<file path="config.mk">
export PLATFORM = sky130hd
export DESIGN_NAME = alarm_arm_ctrl
export DESIGN_NICKNAME = d
export VERILOG_FILES = /design/src/rtl/alarm_pkg.sv /design/src/rtl/alarm_countdown.sv /design/src/rtl/alarm_arm_ctrl.sv
export SDC_FILE = /design/constraint.sdc
export NUM_CORES = 1
export LEC_CHECK = 0
export CAP_MARGIN = 20
export CELL_PAD_IN_SITES_DETAIL_PLACEMENT = 1
export CELL_PAD_IN_SITES_GLOBAL_PLACEMENT = 1
export CORE_MARGIN = 8
export CORE_UTILIZATION = 29
export DETAILED_ROUTE_END_ITERATION = 7
export GPL_TIMING_DRIVEN = 0
export PLACE_DENSITY_LB_ADDON = 0.1
export SLEW_MARGIN = 20
export SYNTH_ARGS = -nofsm -noshare
export SYNTH_HDL_FRONTEND = slang
export SYNTH_SLANG_ARGS = --single-unit
export TNS_END_PERCENT = 100
</file>
<file path="constraint.sdc">
create_clock -name clock -period 1.9 [get_ports clock]
set_clock_uncertainty 0.1 [all_clocks]
set_input_delay 0.38 -clock clock [delete_from_list [all_inputs] [get_ports clock]]
set_output_delay 0.38 -clock clock [all_outputs]
set_load 0.01 [all_outputs]
</file>
<file path="src/rtl/alarm_pkg.sv">
// Shared types and helpers for the car-alarm arming controller.
package alarm_pkg;

    localparam int STATE_W = 3;
    localparam int SAT_W   = 16;

    typedef enum logic [STATE_W-1:0] {
        DISARMED = 3'd0,
        ARMING   = 3'd1,
        ARMED    = 3'd2,
        ENTRY    = 3'd3,
        ALARM    = 3'd4
    } state_t;

    // Increment that sticks at max_value instead of wrapping.
    function automatic logic [SAT_W-1:0] sat_inc(input logic [SAT_W-1:0] value,
                                                 input logic [SAT_W-1:0] max_value);
        return (value >= max_value) ? value : value + 1'b1;
    endfunction

endpackage

</file>
<file path="src/rtl/alarm_countdown.sv">
// Shared down-counter for the arming, entry and siren intervals.
// Priority: reset/clear > load > tick decrement; never goes below zero.
module alarm_countdown #(
    parameter int CNT_W = 4
) (
    input  logic             clock,
    input  logic             reset,
    input  logic             load,
    input  logic [CNT_W-1:0] load_val,
    input  logic             tick,
    input  logic             clear,
    output logic [CNT_W-1:0] count,
    output logic             expire
);

    logic [CNT_W-1:0] count_reg;

    always_ff @(posedge clock) begin
        if (reset || clear) begin
            count_reg <= '0;
        end else if (load) begin
            count_reg <= load_val;
        end else if (tick && (count_reg != '0)) begin
            count_reg <= count_reg - 1'b1;
        end
    end

    assign count  = count_reg;
    assign expire = tick && (count_reg == CNT_W'(1));

endmodule

</file>
<file path="src/rtl/alarm_arm_ctrl.sv">
// Car-alarm arming controller: DISARMED/ARMING/ARMED/ENTRY/ALARM with a shared countdown.
// Optional arm-confirmation chirp is enabled by defining ALARM_CHIRP_EN.
module alarm_arm_ctrl
    import alarm_pkg::*;
#(
    parameter int N_DOORS = 4,
    parameter int CNT_W   = 4,
    parameter int T_ARM   = 4,
    parameter int T_ENTRY = 6,
    parameter int T_ALARM = 10,
    parameter int EVT_W   = 3
) (
    input  logic               clock,
    input  logic               reset,
    input  logic               ignicao,
    input  logic [N_DOORS-1:0] door,
    input  logic               tick,
    output logic               alarme,
    output logic               desarmar,
    output logic               armed,
    output logic [STATE_W-1:0] state,
    output logic [CNT_W-1:0]   count,
    output logic [EVT_W-1:0]   evt_count,
    output logic               chirp
);

    localparam int CNT_MAX = (1 << CNT_W) - 1;
    localparam int EVT_MAX = (1 << EVT_W) - 1;
    localparam logic [CNT_W-1:0] T_ARM_V   = CNT_W'(T_ARM);
    localparam logic [CNT_W-1:0] T_ENTRY_V = CNT_W'(T_ENTRY);
    localparam logic [CNT_W-1:0] T_ALARM_V = CNT_W'(T_ALARM);

    if (N_DOORS < 1 || N_DOORS > 16) begin : g_bad_doors
        $error("alarm_arm_ctrl: N_DOORS must be 1..16");
    end
    if (CNT_W < 1 || CNT_W > 16 || EVT_W < 1 || EVT_W > 16) begin : g_bad_widths
        $error("alarm_arm_ctrl: CNT_W and EVT_W must be 1..16");
    end
    if (T_ARM < 1 || T_ARM > CNT_MAX || T_ENTRY < 1 || T_ENTRY > CNT_MAX ||
        T_ALARM < 1 || T_ALARM > CNT_MAX) begin : g_bad_times
        $error("alarm_arm_ctrl: durations must be 1..2^CNT_W-1");
    end

    state_t           state_reg, state_next;
    logic [EVT_W-1:0] evt_reg;
    logic             alarme_reg, desarmar_reg, armed_reg;
    logic             cnt_load, cnt_clear, cnt_expire, evt_inc;
    logic [CNT_W-1:0] cnt_val, cnt_value;
    logic             any_open;

    assign any_open = |door;

    alarm_countdown #(.CNT_W(CNT_W)) u_countdown (
        .clock    (clock),
        .reset    (reset),
        .load     (cnt_load),
        .load_val (cnt_val),
        .tick     (tick),
        .clear    (cnt_clear),
        .count    (cnt_value),
        .expire   (cnt_expire)
    );

    // Ignition beats doors beats tick; a door reload in ARMING overrides a same-cycle tick.
    always_comb begin
        state_next = state_reg;
        cnt_load   = 1'b0;
        cnt_val    = '0;
        cnt_clear  = 1'b0;
        evt_inc    = 1'b0;
        if (ignicao) begin
            state_next = DISARMED;
            cnt_clear  = 1'b1;
        end else begin
            case (state_reg)
                DISARMED: begin
                    if (!any_open) begin
                        state_next = ARMING;
                        cnt_load   = 1'b1;
                        cnt_val    = T_ARM_V;
                    end else begin
                        cnt_clear = 1'b1;
                    end
                end
                ARMING: begin
                    if (any_open) begin
                        cnt_load = 1'b1;
                        cnt_val  = T_ARM_V;
                    end else if (cnt_expire) begin
                        state_next = ARMED;
                        cnt_clear  = 1'b1;
                    end
                end
                ARMED: begin
                    if (any_open) begin
                        state_next = ENTRY;
                        cnt_load   = 1'b1;
                        cnt_val    = T_ENTRY_V;
                    end else begin
                        cnt_clear = 1'b1;
                    end
                end
                ENTRY: begin
                    if (cnt_expire) begin
                        state_next = ALARM;
                        cnt_load   = 1'b1;
                        cnt_val    = T_ALARM_V;
                        evt_inc    = 1'b1;
                    end
                end
                ALARM: begin
                    if (cnt_expire) begin
                        state_next = ARMED;
                        cnt_clear  = 1'b1;
                    end
                end
                default: begin
                    state_next = DISARMED;
                    cnt_clear  = 1'b1;
                end
            endcase
        end
    end

    always_ff @(posedge clock) begin
        if (reset) begin
            state_reg    <= DISARMED;
            evt_reg      <= '0;
            alarme_reg   <= 1'b0;
            desarmar_reg <= 1'b1;
            armed_reg    <= 1'b0;
        end else begin
            state_reg    <= state_next;
            if (evt_inc) begin
                evt_reg <= EVT_W'(sat_inc(SAT_W'(evt_reg), SAT_W'(EVT_MAX)));
            end
            alarme_reg   <= (state_next == ALARM);
            desarmar_reg <= (state_next == DISARMED);
            armed_reg    <= (state_next == ARMED) || (state_next == ENTRY);
        end
    end

`ifdef ALARM_CHIRP_EN
    logic chirp_reg;

    // Set on entering ARMED from ARMING, held through the next tick cycle, dropped on leaving ARMED.
    always_ff @(posedge clock) begin
        if (reset || (state_next != ARMED)) begin
            chirp_reg <= 1'b0;
        end else if (state_reg == ARMING) begin
            chirp_reg <= 1'b1;
        end else if (tick) begin
            chirp_reg <= 1'b0;
        end
    end

    assign chirp = chirp_reg;
`else
    assign chirp = 1'b0;
`endif

    assign alarme    = alarme_reg;
    assign desarmar  = desarmar_reg;
    assign armed     = armed_reg;
    assign state     = state_reg;
    assign count     = cnt_value;
    assign evt_count = evt_reg;

endmodule

</file>
==> reports/metrics.cfg, run 1 <==
[yosys]
synth_fa_ha_area_share_pct=7.030
ys_top_cells_by_count=dfxtp_1, nand2_1, a21oi_1
synth_compound_area_share_pct=17.75
synth_top_family_by_area=simple AND/OR/NAND/NOR gates
synth_cell_type_count=31
synthesis.nets=97
synth_top_area_share_pct=36.56
muxShareOfSynthArea_pct=1.406
yosys.area_share.xor_xnor_pct=4.921
synth-async-reset-ratio_pct=0
synth.yosys.seq_area_share_pct=36.56
synth_edf_count=0
synth_top_flop_cell=dfxtp_1
synth_top_area_cell=dfxtp_1
avgSynthCellArea_um2=8.376
synthCells=85
yosysWarnings=0
synth_area_um2=711.9
synth.most_common_cell=dfxtp_1
ys_seq_elements=13
yosys-top-cells-area=dfxtp_1, ha_1, a21oi_1
synthSimpleGateAreaFrac_pct=27.24

[worst_setup_path]
worst-path-buf-inv=1
endpoint_kind=flip-flop
crit_type=input pin to flip-flop
slowest_stage=or4_4
rr_startpoint=u_countdown.count[1]
path_cells=clkdlybuf4s15_1, or4_4, mux2i_2, or3_4, a21oi_2, a211oi_2
cp.arrival_ps=1930
crit_start=door[1]
critPathRequiredTime_ps=1970
start_kind=input pin
critPathMaxStageDelay_ps=590
crit_family=simple AND/OR/NAND/NOR gates
worstPathMaxFanout=5

[layout]
area_delta_synth_final_pct=60.81
final_layout_size_suffix_gt1_share_pct=34.17
diodes=0
largest_register_ffs=4
nets=133
fin_area_um2=1145

[detailed_routing]
wire_per_inst_um=14.89
drtIter0Drc=17
drt_pass1_iterations=4
ant_nets=0
vias=757
route.detailed.drc=0
drt-total-wl_mm=2.234
avgViaCountPerCell=5.047

[sta]
drv_slew=0
period_share_pct=97.95
hold_violations=0
layout_min_cycle_time_ps=1861
setup_viol=0
fmax_ghz=0.5373
worst_slew_pin_slew_ps=536.6
slew_headroom_pct=63.98

[floorplanning]
start_util_pct=29.54
die_w_um=65.55
ios=22
dieArea_um2=4296
core_um2=2410
die_h_um=65.55
core.rowCount=18

[place]
placed_cell_area_um2=979.7
port_buffers=20
hpwl_mm=1.489
gp_congestion=0.7571

[clock_tree]
htreeDepth=1
cts_root_buffer=clkbuf_4
cts_tree=yes
insertion_delay_ps=280
clockBufferDepth=2
clkSinkCount=13
clk_pin_slew_worst_paths_ps=80
numCtsBuffers=3

[global_route]
overflow=0
grt_first_pass_wirelength_mm=3.684
grt_max_degree=9
track_usage_pct=10.85
grt_pass1_vias=780
grt_antenna_before_repair=0

[power]
irDropWorstVdd_v=0.0003107
p_sw_w=0.0001136
p_leak_nw=0.4333
p_comb_share_pct=8.6
p_clk_share_pct=35.6
switching_share_pct=23.11
p_int_w=0.0003780
power_density_nw_per_um2=429.4
seqPwrFrac_pct=55.8
finalPower_w=0.0004916

[min_path]
hold_start=evt_count[2]
hold_path_class=flip-flop to flip-flop

[job]
drv_cap=0

[outcome]
status=finished, final reports clean

-- power groups by stage --
stage	logic, W	clock network (W)	registers (W)
floorplan	0.0000166	0	0.000281
global placement	0.0000384	0	0.000280
detailed placement	0.0000387	0	0.000281
CTS	0.0000389	0.000179	0.000274
global route	0.0000456	0.000193	0.000274
finish	0.0000423	0.000175	0.000274
-- worst register-to-register path, cell delays in order (launching register included) --
cell and delay, ps:
dfxtp_2 330, inv_1 70, ha_2 180, nor4bb_4 230, nand2_2 140, or4_4 440
a21oi_2 150, nor2_1 50
-- layout make-up --
| cell class | count | area [µm²] |
|---|---|---|
| Fill cell | 286 | 1265 |
| Multi-Input combinational cell | 65 | 493.0 |
| Timing Repair Buffer | 32 | 292.8 |
| Sequential cell | 13 | 265.3 |
| Tap cell | 30 | 37.54 |
| Clock buffer | 4 | 26.28 |
| Buffer | 2 | 15.01 |
| Inverter | 4 | 15.01 |
-- metal layers --
| metal | vias to the layer above | share of wire (%) | wire [µm] | GRT usage [%] |
|---|---|---|---|---|
| li1 | 372 | - | - | - |
| met1 | 366 | 44 | 972 | 11.59 |
| met2 | 14 | 51 | 1146 | 19.43 |
| met3 | 5 | 2.8 | 62 | 1.871 |
| met4 | 0 | 2.3 | 52 | 6.540 |
| met5 | - | 0 | 0 | 0 |
-- timing repair --
item / 4_1_cts / 5_1_grt
setup buffers: 8 / 4
pin swaps: 9 / 9
resized for setup: 16 / 10
setup endpoints to repair: 10 / 10
gates cloned: 0 / 0
hold buffers: 0 / 0
-- cell families (layout without fill, tap and decap cells) --
logic type / Yosys count / in the layout
simple gates: 35 / 35
xor+xnor: 4 / 4
mux: 1 / 1
compound gates: 20 / 20
flops: 13 / 13
fa+ha+maj: 4 / 4
buf+inv: 7 / 42
other cells: 1 / 1
-- metrics by stage --
stage	instances	utilization, %	setup slack (ps)	setup TNS (ps)	hold slack, ps
floorplan	85	-	-28.67	-28.67	349.1
global placement	135	40.65	-580.1	-4931	388.0
global route	150	47.51	-8.652	-8.652	429.5
CTS	146	45.17	3.883	0	403.7
detailed placement	135	40.65	-585.4	-5037	391.4
finish	150	47.51	38.95	0	397.9
-- final timing paths --
check	end	slack, ps	cells after the start
min reg2reg	evt_count[2]	400	2
max	u_countdown.count[1]	40	6
min	evt_count[2]	400	2
max reg2reg	desarmar	100	7
-- cell usage in the layout (no fill, tap or decap), types with 2 or more instances in the layout --
cell / instances
a21oi_1: 6
a21oi_2: 3
a31oi_1: 3
buf_4: 14
clkbuf_4: 3
clkdlybuf4s15_1: 4
clkdlybuf4s50_1: 15
dfxtp_1: 9
dfxtp_2: 4
ha_1: 3
inv_1: 4
nand2_1: 8
nand2_2: 2
nand3_1: 3
nor2_1: 7
nor3_1: 2
or3b_2: 2
or4_4: 2
xnor2_1: 2
xor2_1: 2
Note: power is estimated with default switching activity, not from simulation.
==> inputs of run 2 (changes only) <==
--- a/config.mk
+++ b/config.mk
@@ -10,6 +10,7 @@
 export CELL_PAD_IN_SITES_GLOBAL_PLACEMENT = 1
 export CORE_MARGIN = 8
 export CORE_UTILIZATION = 29
+export CTS_CLUSTER_SIZE = 14
 export DETAILED_ROUTE_END_ITERATION = 7
 export GPL_TIMING_DRIVEN = 0
 export PLACE_DENSITY_LB_ADDON = 0.1
==> results of run 2 <==
The final DEF is identical to that of run 1; final timing and power are the same.
